--- src/rtl/machine_ctrl_pkg.sv ---
// Purpose: shared types and constants for the machine-mode trap controller.
//   state_e     : controller FSM states
//   PC_*        : pc_src_out encodings
//   CAUSE_*     : mcause codes for interrupts and exceptions
//   exc_src_t   : bundle of synchronous exception sources fed to the cause encoder
package machine_ctrl_pkg;

  typedef enum logic [1:0] {
    ST_RESET       = 2'b00,
    ST_OPERATING   = 2'b01,
    ST_TRAP_TAKEN  = 2'b10,
    ST_TRAP_RETURN = 2'b11
  } state_e;

  localparam int unsigned PC_SRC_W = 2;
  localparam logic [PC_SRC_W-1:0] PC_BOOT = 2'b00;
  localparam logic [PC_SRC_W-1:0] PC_NEXT = 2'b01;
  localparam logic [PC_SRC_W-1:0] PC_TRAP = 2'b10;
  localparam logic [PC_SRC_W-1:0] PC_EPC  = 2'b11;

  localparam int unsigned CAUSE_W = 5;
  localparam logic [CAUSE_W-1:0] CAUSE_M_EXT_IRQ        = 5'd11;
  localparam logic [CAUSE_W-1:0] CAUSE_M_SW_IRQ         = 5'd3;
  localparam logic [CAUSE_W-1:0] CAUSE_M_TIMER_IRQ      = 5'd7;
  localparam logic [CAUSE_W-1:0] CAUSE_PLAT_BASE        = 5'd16;
  localparam logic [CAUSE_W-1:0] CAUSE_ILLEGAL          = 5'd2;
  localparam logic [CAUSE_W-1:0] CAUSE_MISALIGNED_INSTR = 5'd0;
  localparam logic [CAUSE_W-1:0] CAUSE_ECALL            = 5'd11;
  localparam logic [CAUSE_W-1:0] CAUSE_EBREAK           = 5'd3;
  localparam logic [CAUSE_W-1:0] CAUSE_MISALIGNED_STORE = 5'd6;
  localparam logic [CAUSE_W-1:0] CAUSE_MISALIGNED_LOAD  = 5'd4;

  localparam logic [4:0] OPCODE_SYSTEM = 5'b11100;
  localparam logic [6:0] FUNCT7_MRET   = 7'b0011000;

  typedef struct packed {
    logic illegal;
    logic misaligned_instr;
    logic ecall;
    logic ebreak;
    logic misaligned_store;
    logic misaligned_load;
  } exc_src_t;

endpackage

--- src/rtl/trap_cause_encoder.sv ---
// Purpose: combinational trap detection and mcause priority encoding.
// Ports:
//   mie_in            : global machine interrupt enable (gates all interrupts)
//   eip_in/sip_in/tip_in : enabled-and-pending external/software/timer interrupts
//   pip_in            : enabled-and-pending platform interrupts
//   exc_in            : synchronous exception sources
//   trap_c            : a trap is requested this cycle
//   cause_c, i_or_e_c : highest-priority cause code and interrupt(1)/exception(0) flag
module trap_cause_encoder
  import machine_ctrl_pkg::*;
#(
  parameter int unsigned NUM_PLAT_IRQ = 4
) (
  input  logic                    mie_in,
  input  logic                    eip_in,
  input  logic                    sip_in,
  input  logic                    tip_in,
  input  logic [NUM_PLAT_IRQ-1:0] pip_in,
  input  exc_src_t                exc_in,
  output logic                    trap_c,
  output logic [CAUSE_W-1:0]      cause_c,
  output logic                    i_or_e_c
);

  logic       w_pip_any;
  logic [3:0] w_pip_idx;

  // Lowest-numbered pending platform line wins; scan downward so the last hit is the lowest.
  always_comb begin
    w_pip_idx = 4'd0;
    for (int i = int'(NUM_PLAT_IRQ) - 1; i >= 0; i--) begin
      if (pip_in[i]) w_pip_idx = 4'(i);
    end
  end

  assign w_pip_any = |pip_in;

  // Interrupts only compete when mie_in is set; exceptions always do.
  always_comb begin
    trap_c   = (|exc_in) | (mie_in & (eip_in | sip_in | tip_in | w_pip_any));
    cause_c  = '0;
    i_or_e_c = 1'b0;
    if (mie_in && eip_in) begin
      cause_c  = CAUSE_M_EXT_IRQ;
      i_or_e_c = 1'b1;
    end else if (mie_in && sip_in) begin
      cause_c  = CAUSE_M_SW_IRQ;
      i_or_e_c = 1'b1;
    end else if (mie_in && tip_in) begin
      cause_c  = CAUSE_M_TIMER_IRQ;
      i_or_e_c = 1'b1;
    end else if (mie_in && w_pip_any) begin
      cause_c  = CAUSE_W'(CAUSE_PLAT_BASE + CAUSE_W'(w_pip_idx));
      i_or_e_c = 1'b1;
    end else if (exc_in.illegal) begin
      cause_c = CAUSE_ILLEGAL;
    end else if (exc_in.misaligned_instr) begin
      cause_c = CAUSE_MISALIGNED_INSTR;
    end else if (exc_in.ecall) begin
      cause_c = CAUSE_ECALL;
    end else if (exc_in.ebreak) begin
      cause_c = CAUSE_EBREAK;
    end else if (exc_in.misaligned_store) begin
      cause_c = CAUSE_MISALIGNED_STORE;
    end else if (exc_in.misaligned_load) begin
      cause_c = CAUSE_MISALIGNED_LOAD;
    end
  end

endmodule

--- src/rtl/machine_trap_control.sv ---
// Purpose: machine-mode trap controller FSM (RESET / OPERATING / TRAP_TAKEN / TRAP_RETURN).
// Ports:
//   clk_in, rst_n_in                 : clock, async active-low reset
//   exception flags, decoded fields  : trap sources and ecall/ebreak/mret decode inputs
//   mie_in, m*ie_in, m*ip_in, *irq_in: interrupt enables / pending / raw lines
//   plat_irq_in, plat_ie_in          : platform interrupt lines and enables
//   pc_src_out .. instret_inc_out    : control strobes decoded from the state register
//   i_or_e_out, cause_out            : registered trap cause, held until the next trap
module machine_trap_control
  import machine_ctrl_pkg::*;
#(
  parameter int unsigned NUM_PLAT_IRQ       = 4,
  parameter int unsigned RESET_FLUSH_CYCLES = 2
) (
  input  logic                    clk_in,
  input  logic                    rst_n_in,
  input  logic                    illegal_instr_in,
  input  logic                    misaligned_instr_in,
  input  logic                    misaligned_load_in,
  input  logic                    misaligned_store_in,
  input  logic [4:0]              opcode_6_to_2_in,
  input  logic [2:0]              funct3_in,
  input  logic [6:0]              funct7_in,
  input  logic [4:0]              rs1_adder_in,
  input  logic [4:0]              rs2_adder_in,
  input  logic [4:0]              rd_adder_in,
  input  logic                    mie_in,
  input  logic                    meie_in,
  input  logic                    mtie_in,
  input  logic                    msie_in,
  input  logic                    meip_in,
  input  logic                    mtip_in,
  input  logic                    msip_in,
  input  logic                    eirq_in,
  input  logic                    tirq_in,
  input  logic                    sirq_in,
  input  logic [NUM_PLAT_IRQ-1:0] plat_irq_in,
  input  logic [NUM_PLAT_IRQ-1:0] plat_ie_in,
  output logic [PC_SRC_W-1:0]     pc_src_out,
  output logic                    flush_out,
  output logic                    trap_taken_out,
  output logic                    set_epc_out,
  output logic                    set_cause_out,
  output logic                    mie_clear_out,
  output logic                    mie_set_out,
  output logic                    instret_inc_out,
  output logic                    i_or_e_out,
  output logic [CAUSE_W-1:0]      cause_out
);

  localparam int unsigned CNT_W = (RESET_FLUSH_CYCLES > 1) ? $clog2(RESET_FLUSH_CYCLES) : 1;
  localparam logic [CNT_W-1:0] CNT_LOAD = CNT_W'(RESET_FLUSH_CYCLES - 1);

  state_e             r_state;
  state_e             w_state_nxt;
  logic [CNT_W-1:0]   r_cnt;
  logic [CNT_W-1:0]   w_cnt_nxt;
  logic [CAUSE_W-1:0] r_cause;
  logic               r_i_or_e;

  logic               w_system;
  logic               w_ecall;
  logic               w_ebreak;
  logic               w_mret;
  logic               w_eip;
  logic               w_sip;
  logic               w_tip;
  logic [NUM_PLAT_IRQ-1:0] w_pip;
  exc_src_t           w_exc;
  logic               w_trap;
  logic [CAUSE_W-1:0] w_cause;
  logic               w_i_or_e;

  // SYSTEM-opcode decode for ecall / ebreak / mret.
  assign w_system = (opcode_6_to_2_in == OPCODE_SYSTEM) && (funct3_in == 3'd0) &&
                    (rs1_adder_in == 5'd0) && (rd_adder_in == 5'd0);
  assign w_ecall  = w_system && (rs2_adder_in == 5'd0) && (funct7_in == 7'd0);
  assign w_ebreak = w_system && (rs2_adder_in == 5'd1) && (funct7_in == 7'd0);
  assign w_mret   = w_system && (rs2_adder_in == 5'd2) && (funct7_in == FUNCT7_MRET);

  // Enabled-and-pending interrupt terms.
  assign w_eip = meie_in & (eirq_in | meip_in);
  assign w_sip = msie_in & (sirq_in | msip_in);
  assign w_tip = mtie_in & (tirq_in | mtip_in);
  assign w_pip = plat_ie_in & plat_irq_in;

  assign w_exc = '{illegal:          illegal_instr_in,
                   misaligned_instr: misaligned_instr_in,
                   ecall:            w_ecall,
                   ebreak:           w_ebreak,
                   misaligned_store: misaligned_store_in,
                   misaligned_load:  misaligned_load_in};

  trap_cause_encoder #(
    .NUM_PLAT_IRQ(NUM_PLAT_IRQ)
  ) u_cause_enc (
    .mie_in   (mie_in),
    .eip_in   (w_eip),
    .sip_in   (w_sip),
    .tip_in   (w_tip),
    .pip_in   (w_pip),
    .exc_in   (w_exc),
    .trap_c   (w_trap),
    .cause_c  (w_cause),
    .i_or_e_c (w_i_or_e)
  );

  // State and reset-flush counter.
  always_ff @(posedge clk_in or negedge rst_n_in) begin
    if (!rst_n_in) begin
      r_state <= ST_RESET;
      r_cnt   <= CNT_LOAD;
    end else begin
      r_state <= w_state_nxt;
      r_cnt   <= w_cnt_nxt;
    end
  end

  // Cause is captured only on the OPERATING->TRAP_TAKEN transition and held otherwise.
  always_ff @(posedge clk_in or negedge rst_n_in) begin
    if (!rst_n_in) begin
      r_cause  <= '0;
      r_i_or_e <= 1'b0;
    end else if ((r_state == ST_OPERATING) && w_trap) begin
      r_cause  <= w_cause;
      r_i_or_e <= w_i_or_e;
    end
  end

  // Next-state and state-decoded control strobes.
  always_comb begin
    w_state_nxt     = r_state;
    w_cnt_nxt       = r_cnt;
    pc_src_out      = PC_BOOT;
    flush_out       = 1'b0;
    trap_taken_out  = 1'b0;
    set_epc_out     = 1'b0;
    set_cause_out   = 1'b0;
    mie_clear_out   = 1'b0;
    mie_set_out     = 1'b0;
    instret_inc_out = 1'b0;
    case (r_state)
      ST_RESET: begin
        flush_out = 1'b1;
        if (r_cnt == '0) w_state_nxt = ST_OPERATING;
        else             w_cnt_nxt   = r_cnt - CNT_W'(1);
      end
      ST_OPERATING: begin
        pc_src_out      = PC_NEXT;
        instret_inc_out = 1'b1;
        // A trap beats a simultaneous mret.
        if (w_trap)      w_state_nxt = ST_TRAP_TAKEN;
        else if (w_mret) w_state_nxt = ST_TRAP_RETURN;
      end
      ST_TRAP_TAKEN: begin
        pc_src_out     = PC_TRAP;
        flush_out      = 1'b1;
        trap_taken_out = 1'b1;
        set_epc_out    = 1'b1;
        set_cause_out  = 1'b1;
        mie_clear_out  = 1'b1;
        w_state_nxt    = ST_OPERATING;
      end
      ST_TRAP_RETURN: begin
        pc_src_out  = PC_EPC;
        flush_out   = 1'b1;
        mie_set_out = 1'b1;
        w_state_nxt = ST_OPERATING;
      end
      default: w_state_nxt = ST_RESET;
    endcase
  end

  assign cause_out  = r_cause;
  assign i_or_e_out = r_i_or_e;

endmodule
--- config.mk ---
export PLATFORM = sky130hd
export DESIGN_NAME = machine_trap_control
export DESIGN_NICKNAME = d
export VERILOG_FILES = /design/src/rtl/machine_ctrl_pkg.sv /design/src/rtl/trap_cause_encoder.sv /design/src/rtl/machine_trap_control.sv
export SDC_FILE = /design/constraint.sdc
export NUM_CORES = 1
export LEC_CHECK = 0
export BUFFER_PORTS_ARGS = -buffer_cell sky130_fd_sc_hd__buf_4
export CAP_MARGIN = 20
export CORE_ASPECT_RATIO = 0.8
export CORE_MARGIN = 4
export CORE_UTILIZATION = 35
export DETAILED_ROUTE_END_ITERATION = 7
export PLACE_DENSITY_LB_ADDON = 0.3
export SYNTH_ARGS = -nofsm -noshare
export SYNTH_HDL_FRONTEND = slang
export SYNTH_SLANG_ARGS = --single-unit
--- constraint.sdc ---
create_clock -name clk_in -period 1.65 [get_ports clk_in]
set_input_delay 0.495 -clock clk_in [delete_from_list [all_inputs] [get_ports clk_in]]
set_output_delay 0.495 -clock clk_in [all_outputs]
set_load 0.005 [all_outputs]
==> qor.yml, run 1 <==
ios: 69
path_buf_inv: 1
yosysWarnings: 0
period_minus_slack_ns: 2.02
synth-edff-count: 0
grt_usage_pct: 19.2
required_ns: 1.81
synth_xor_area_share_pct: 0
worstMarginPinSlew_ns: 0.412
overflow: 0
reg2reg_to: "cause_out[3]"
routed_via_density: 5.30
synth.distinct_cells: 34
synthAdderAreaFrac_pct: 0
setup_viol: 7
syn_area_um2: 704
path_clk_slew_ns: 0.07
crit_type: "input pin to flop"
hpwlAfterDp_um: 2190
synthMuxAreaShare_pct: 6.39
die_area_mm2: 0.00280
ff2ff_setup_slack_ns: 0.38
power_density_mw_per_mm2: 468
syn_nets: 129
first_iter_violations: 22
crit_family: "simple AND/OR/NAND/NOR gates"
cts-htree-levels: 1
drv_cap: 0
worstPathArrival_ns: 2.18
cp-start-kind: "input pin"
final_cell_mix: "84 x buf_4, 8 x dfrtp_1, 5 x buf_6"
synthCells: 75
start_util_pct: 37.2
relSlewSlack_pct: 72.3
synth_area_leaders: "dfrtp_1 28%, mux2_4 6.4%, dfstp_2 3.7%"
io_buffers: 68
dr.pass1.iters: 5
status: "finished, violations left"
synth_compound_area_share_pct: 25.8
grt_max_degree: 10
grt_pass1_wl_um: 3870
ys_ff_latch: 9
fp-row-count: 14
synth_simple_gate_area_share_pct: 28.6
r2r_cells: 3
grt_pass1_vias: 922
synth_area_leader_cell: "dfrtp_1"
cts_hold_buf: 0
critPathMaxFanout: 5
async_flop_share_pct: 100
rsz0062_at_grt: "true"
gp_congestion: 0.837
cpPeakStageDelay_ns: 0.59
finalClockSkew_ns: 0.00837
nets: 217
mostFrequentLayoutCell: "buf_4"
violations: "setup timing"
p_leak_nw: 0.700
rr_startpoint: "r_state[1]"
dieHeight_um: 48.1
cts_buffers: 3
yosysTopAreaCellShare_pct: 28.4
clk-insertion-delay-late_ns: 0.28
drtAntennaViolNets: 0
clock_path_buffers: 2
critical_path_depth: 6
peakVddDrop_uv: 451
whs_ns: 0.0214
cts_sinks: 9
slowest_stage: "or4_4"
final_hold_viol_count: 0
antenna_found_initial: 0
synth_top_family_by_area: "simple AND/OR/NAND/NOR gates"
area_delta_synth_final_pct: 105
final.setup.worst_slack_ns: -0.374
period_share_pct: 123
worst_setup_path_end_kind: "flop"
synth_ff_type: "dfrtp_1"
cts_tree: "yes"
remaining_drc_errors: 0
cts_root_buf: "clkbuf_4"
ys_seq_area_share_pct: 32.1
antenna_cells: 0
fmax_ghz: 0.494
drive_gt1_share_pct: 65.4
hp-class: "input pin to asynchronous set/reset pin"
core_mm2: 0.00189
avgRoutedWirePerCell_um: 15.6
vias: 986
synth_area_per_cell_um2: 9.39
routed_wirelength_um: 2910
path_cells: "buf_6 -> nor4_4 -> nand4_1 -> or4_4 -> a21oi_4 -> mux2_4"
setup_tns_ns: -2.16
slew_violations: 0
die_w_um: 58.2
## routing by layer
metal | part of all wire [%] | GRT usage, %
met1 | 38 | 19.7
met2 | 52 | 38.1
met3 | 7.3 | 4.76
met4 | 1.8 | 8.80
met5 | 0 | 0
## cell usage after synthesis (3+ instances only)
cell / instances
o211ai_1: 3
nor4_1: 4
nand4_1: 3
nor2_1: 3
dfrtp_1: 8
o21ai_0: 4
buf_4: 3
a21oi_1: 4
mux2_4: 3
inv_1: 4
nand2_1: 3
## logic make-up after synthesis
family          Yosys count
compound gates           24
buf+inv                  10
flops                     9
mux                       3
simple gates             29
## registers in the layout, indices dropped and copies added, names as in the netlist
signal and cells:
cause_out 5, r_cnt 1, r_state 2, i_or_e_out 1
## layout make-up
class	instances	area (µm²)
inverters	4	15.0
multi-input cells	56	459
fillers	133	448
well taps	24	30.0
flip-flops and latches	9	226
repair buffers	89	687
clock buffers	4	26.3
## how the worst max path moves through the flow
stage              endpoint             from
6_report       cause_out[3]  rs2_adder_in[4]
4_1_cts        cause_out[2]  rs2_adder_in[4]
3_5_place_dp     i_or_e_out     funct7_in[5]
3_3_place_gp   cause_out[3]  rs1_adder_in[0]
2_1_floorplan  cause_out[2]  rs1_adder_in[0]
5_1_grt        cause_out[3]     funct3_in[2]
## where the power goes
group | internal (mW) | leakage, nW | switching (mW)
combinational | 0.163 | 0.578 | 0.0869
clock | 0.0937 | 0.0150 | 0.0869
sequential | 0.235 | 0.106 | 0.00989
total | 0.492 | 0.700 | 0.184
## repair_timing
item                       CTS  global route
pin swaps                    2             0
setup endpoints to repair    8            11
setup buffers                0             0
resized for setup            9             2
## through the flow
| step | power [mW] | setup WS (ns) | utilization (%) | instance area, µm² | cells |
|---|---|---|---|---|---|
| after global routing | 0.710 | -0.446 | 76.3 | 1440 | 186 |
| after detailed placement | 0.484 | -0.624 | 72.3 | 1370 | 182 |
| final | 0.676 | -0.374 | 76.3 | 1440 | 186 |
| after global placement | 0.477 | -0.589 | 72.3 | 1370 | 182 |
| after floorplan | 0.311 | -0.490 | - | 704 | 75 |
| after CTS | 0.667 | -0.321 | 75.7 | 1430 | 186 |
(Power assumes the default switching activity.)
==> inputs of run 2 (changes only) <==
- ABC_AREA: default -> 1
- CORE_UTILIZATION: 35 -> 38
==> run 2 against run 1 <==
The run now ends clean. Non-clock buffer count fell by 15. Worst setup slack improved by 0.43 ns. Critical path depth fell by 2. Register-to-register slack improved by 0.24 ns. Count of clock-buffer cells in the layout did not move. Synthesized area rose by 21%. Sequential power barely moved. Clock power fell by 6%. Synthesized cell count rose by 67%. Total power fell by 3.9%. Flip-flop and latch count did not move. Die area rose by 9.4%. Largest power group is now sequential cells.
==> qor.yml, run 2 <==
hpwlAfterDp_um: 2100  # was 2190 µm
period_share_pct: 96.4  # was 123%
final.setup.worst_slack_ns: 0.0591  # was -0.374 ns
cts_tree: "yes"  # unchanged
p_leak_nw: 0.776  # was 0.700 nW
hp-class: "input pin to asynchronous set/reset pin"  # unchanged
finalClockSkew_ns: 0.00479  # was 0.00837 ns
critPathMaxFanout: 4  # was 5
power_mw: 0.649  # was 0.676 mW
yosysWarnings: 0  # unchanged
drive_gt1_share_pct: 53.0  # was 65.4%
vias: 1003  # was 986
synth_area_leaders: "dfrtp_1 24%, nand2_1 13%, nor2_1 10%"  # was dfrtp_1 28%, mux2_4 6.4%, dfstp_2 3.7%
routed_via_density: 4.50  # was 5.30
dpl_worst_slack_ns: -0.00887  # was -0.624 ns
setup_tns_ns: 0  # was -2.16 ns
clk-insertion-delay-late_ns: 0.26  # was 0.28 ns
cpPeakStageDelay_ns: 0.39  # was 0.59 ns
cts-htree-levels: 1  # unchanged
yosysMostFrequentCell: "nand2_1"  # was dfrtp_1
setup_viol: 0  # was 7
final_cells: 223  # was 186
synth.distinct_cells: 29  # was 34
remaining_drc_errors: 0  # unchanged
path_buf_inv: 3  # was 1
r2r_cells: 5  # was 3
synth_ff_type: "dfrtp_1"  # unchanged
cts_buffers: 3  # unchanged
cts_root_buf: "clkbuf_4"  # unchanged
power_density_mw_per_mm2: 452  # was 468 mW/mm²
worstPathArrival_ns: 1.10  # was 2.18 ns
period_minus_slack_ns: 1.59  # was 2.02 ns
dp.cells: 218  # was 182
io_buffers: 68  # unchanged
synthCells: 125  # was 75
async_flop_share_pct: 100  # unchanged
relSlewSlack_pct: 80.9  # was 72.3%
start_util_pct: 39.7  # was 37.2%
antenna_found_initial: 0  # unchanged
final_hold_viol_count: 0  # unchanged
ys_seq_area_share_pct: 26.7  # was 32.1%
syn_area_um2: 850  # was 704 µm²
synth_common_cells: "30 x nand2_1, 23 x nor2_1, 13 x inv_1"  # was 8 x dfrtp_1, 4 x a21oi_1, 4 x inv_1, 4 x nor4_1, 4 x o21ai_0
overflow: 0  # unchanged
syn_nets: 179  # was 129
cp-start-kind: "flop"  # was input pin
crit_family: "flip-flops"  # was simple AND/OR/NAND/NOR gates
die_w_um: 60.9  # was 58.2 µm
rsz0062_at_grt: "true"  # unchanged
avgRoutedWirePerCell_um: 10.4  # was 15.6 µm
ios: 69  # unchanged
fmax_ghz: 0.629  # was 0.494 GHz
peakVddDrop_uv: 357  # was 451 µV
grt_usage_pct: 17.1  # was 19.2%
fillers: 184  # was 133
area_delta_synth_final_pct: 69.2  # was 105%
critical_path_depth: 4  # was 6
largest_reg_flops: 5  # unchanged
crit_type: "flop to primary output"  # was input pin to flop
nets: 253  # was 217
slowest_stage: "dfrtp_2"  # was or4_4
whs_ns: 0.0391  # was 0.0214 ns
path_clk_slew_ns: 0.06  # was 0.07 ns
slew_violations: 0  # unchanged
first_iter_violations: 24  # was 22
status: "finished, final reports clean"  # was finished, violations left
antenna_cells: 0  # unchanged
drv_cap: 0  # unchanged
grt_pass1_wl_um: 4060  # was 3870 µm
clock_path_buffers: 2  # unchanged
path_cells: "inv_2 -> nor2_8 -> inv_1 -> buf_4"  # was buf_6 -> nor4_4 -> nand4_1 -> or4_4 -> a21oi_4 -> mux2_4
synth-edff-count: 0  # unchanged
synth_area_leader_cell: "dfrtp_1"  # unchanged
worstMarginPinSlew_ns: 0.283  # was 0.412 ns
grt_max_degree: 10  # unchanged
cts_sinks: 9  # unchanged
worst_setup_path_end_kind: "primary output"  # was flop
grt_pass1_vias: 1021  # was 922
dieHeight_um: 50.3  # was 48.1 µm
drtAntennaViolNets: 0  # unchanged
gp_congestion: 0.782  # was 0.837
mostFrequentLayoutCell: "buf_4"  # unchanged
routed_wirelength_um: 2310  # was 2910 µm
required_ns: 1.15  # was 1.81 ns
synth_area_per_cell_um2: 6.80  # was 9.39 µm²
core_mm2: 0.00214  # was 0.00189 mm²
ys_ff_latch: 9  # unchanged
cts_hold_buf: 0  # unchanged
final_cell_mix: "74 x buf_4, 30 x nand2_1, 22 x nor2_1"  # was 84 x buf_4, 8 x dfrtp_1, 5 x buf_6
dr.pass1.iters: 4  # was 5
fp-row-count: 15  # was 14
die_area_mm2: 0.00306  # was 0.00280 mm²
yosysTopAreaCellShare_pct: 23.6  # was 28.4%
## run 2: cell count changes after synthesis, sizes merged, moves of 3 or more
cell    change
nand2      +33
nand3       +3
nor4        -6
nor2       +31
o211ai      -3
mux2        -3
inv        +11
## run 2: timing repair
item | CTS | global route
gates cloned | 0 | 0
setup buffers | 0 | 1
pin swaps | 0 | 1
resized for setup | 3 | 1
endpoints found under the setup margin | 5 | 5
## run 2: metrics by stage
stage                     util, %  instance area, µm²
after floorplan                 -                 850
after global placement       65.4                1400
after detailed placement     65.4                1400
after CTS                    66.8                1430
after global routing         67.2                1440
final                        67.2                1440
## run 2: cells by family (layout without fill, tap and decap cells)
kind of cell,Yosys count,in the layout,share of synthesized area (%)
buf+inv,20,93,11.0
simple gates,81,81,50.4
compound gates,15,15,11.9
flops,9,9,26.7
## run 2: path summary, 6_finish.rpt
path                                 to  slack [ns]       start
setup reg to reg           cause_out[0]        0.62  r_state[0]
setup / recovery              flush_out        0.06  r_state[0]
hold / removal             cause_out[3]        0.04    rst_n_in
hold reg to reg                   r_cnt        0.47       r_cnt
min in group clk_in               r_cnt        0.47       r_cnt
max in group asynchronous         r_cnt        1.39    rst_n_in
## run 2: where the power goes
group / leakage, nW / switching, mW / internal, mW / total (mW)
clock network: 0.0150 / 0.0774 / 0.0932 / 0.171
registers: 0.104 / 0.0102 / 0.236 / 0.246
logic: 0.657 / 0.0911 / 0.142 / 0.233
total: 0.776 / 0.179 / 0.470 / 0.649
## run 2: final cells by class
class,count,area (µm²),share of cell area (%)
Timing Repair Buffer,74,556,38.6
Inverter,15,63.8,4.44
Multi-Input combinational cell,96,532,37.0
Clock buffer,4,26.3,1.83
Tap cell,25,31.3,2.18
Sequential cell,9,229,15.9
## run 2: layer usage
layer,global-route usage (%),share of wire (%),vias to the layer above
met3,3.86,7.5,5
li1,-,-,539
met1,19.6,38,423
met4,4.33,1.1,0
met2,31.1,53,36
met5,0,0,-
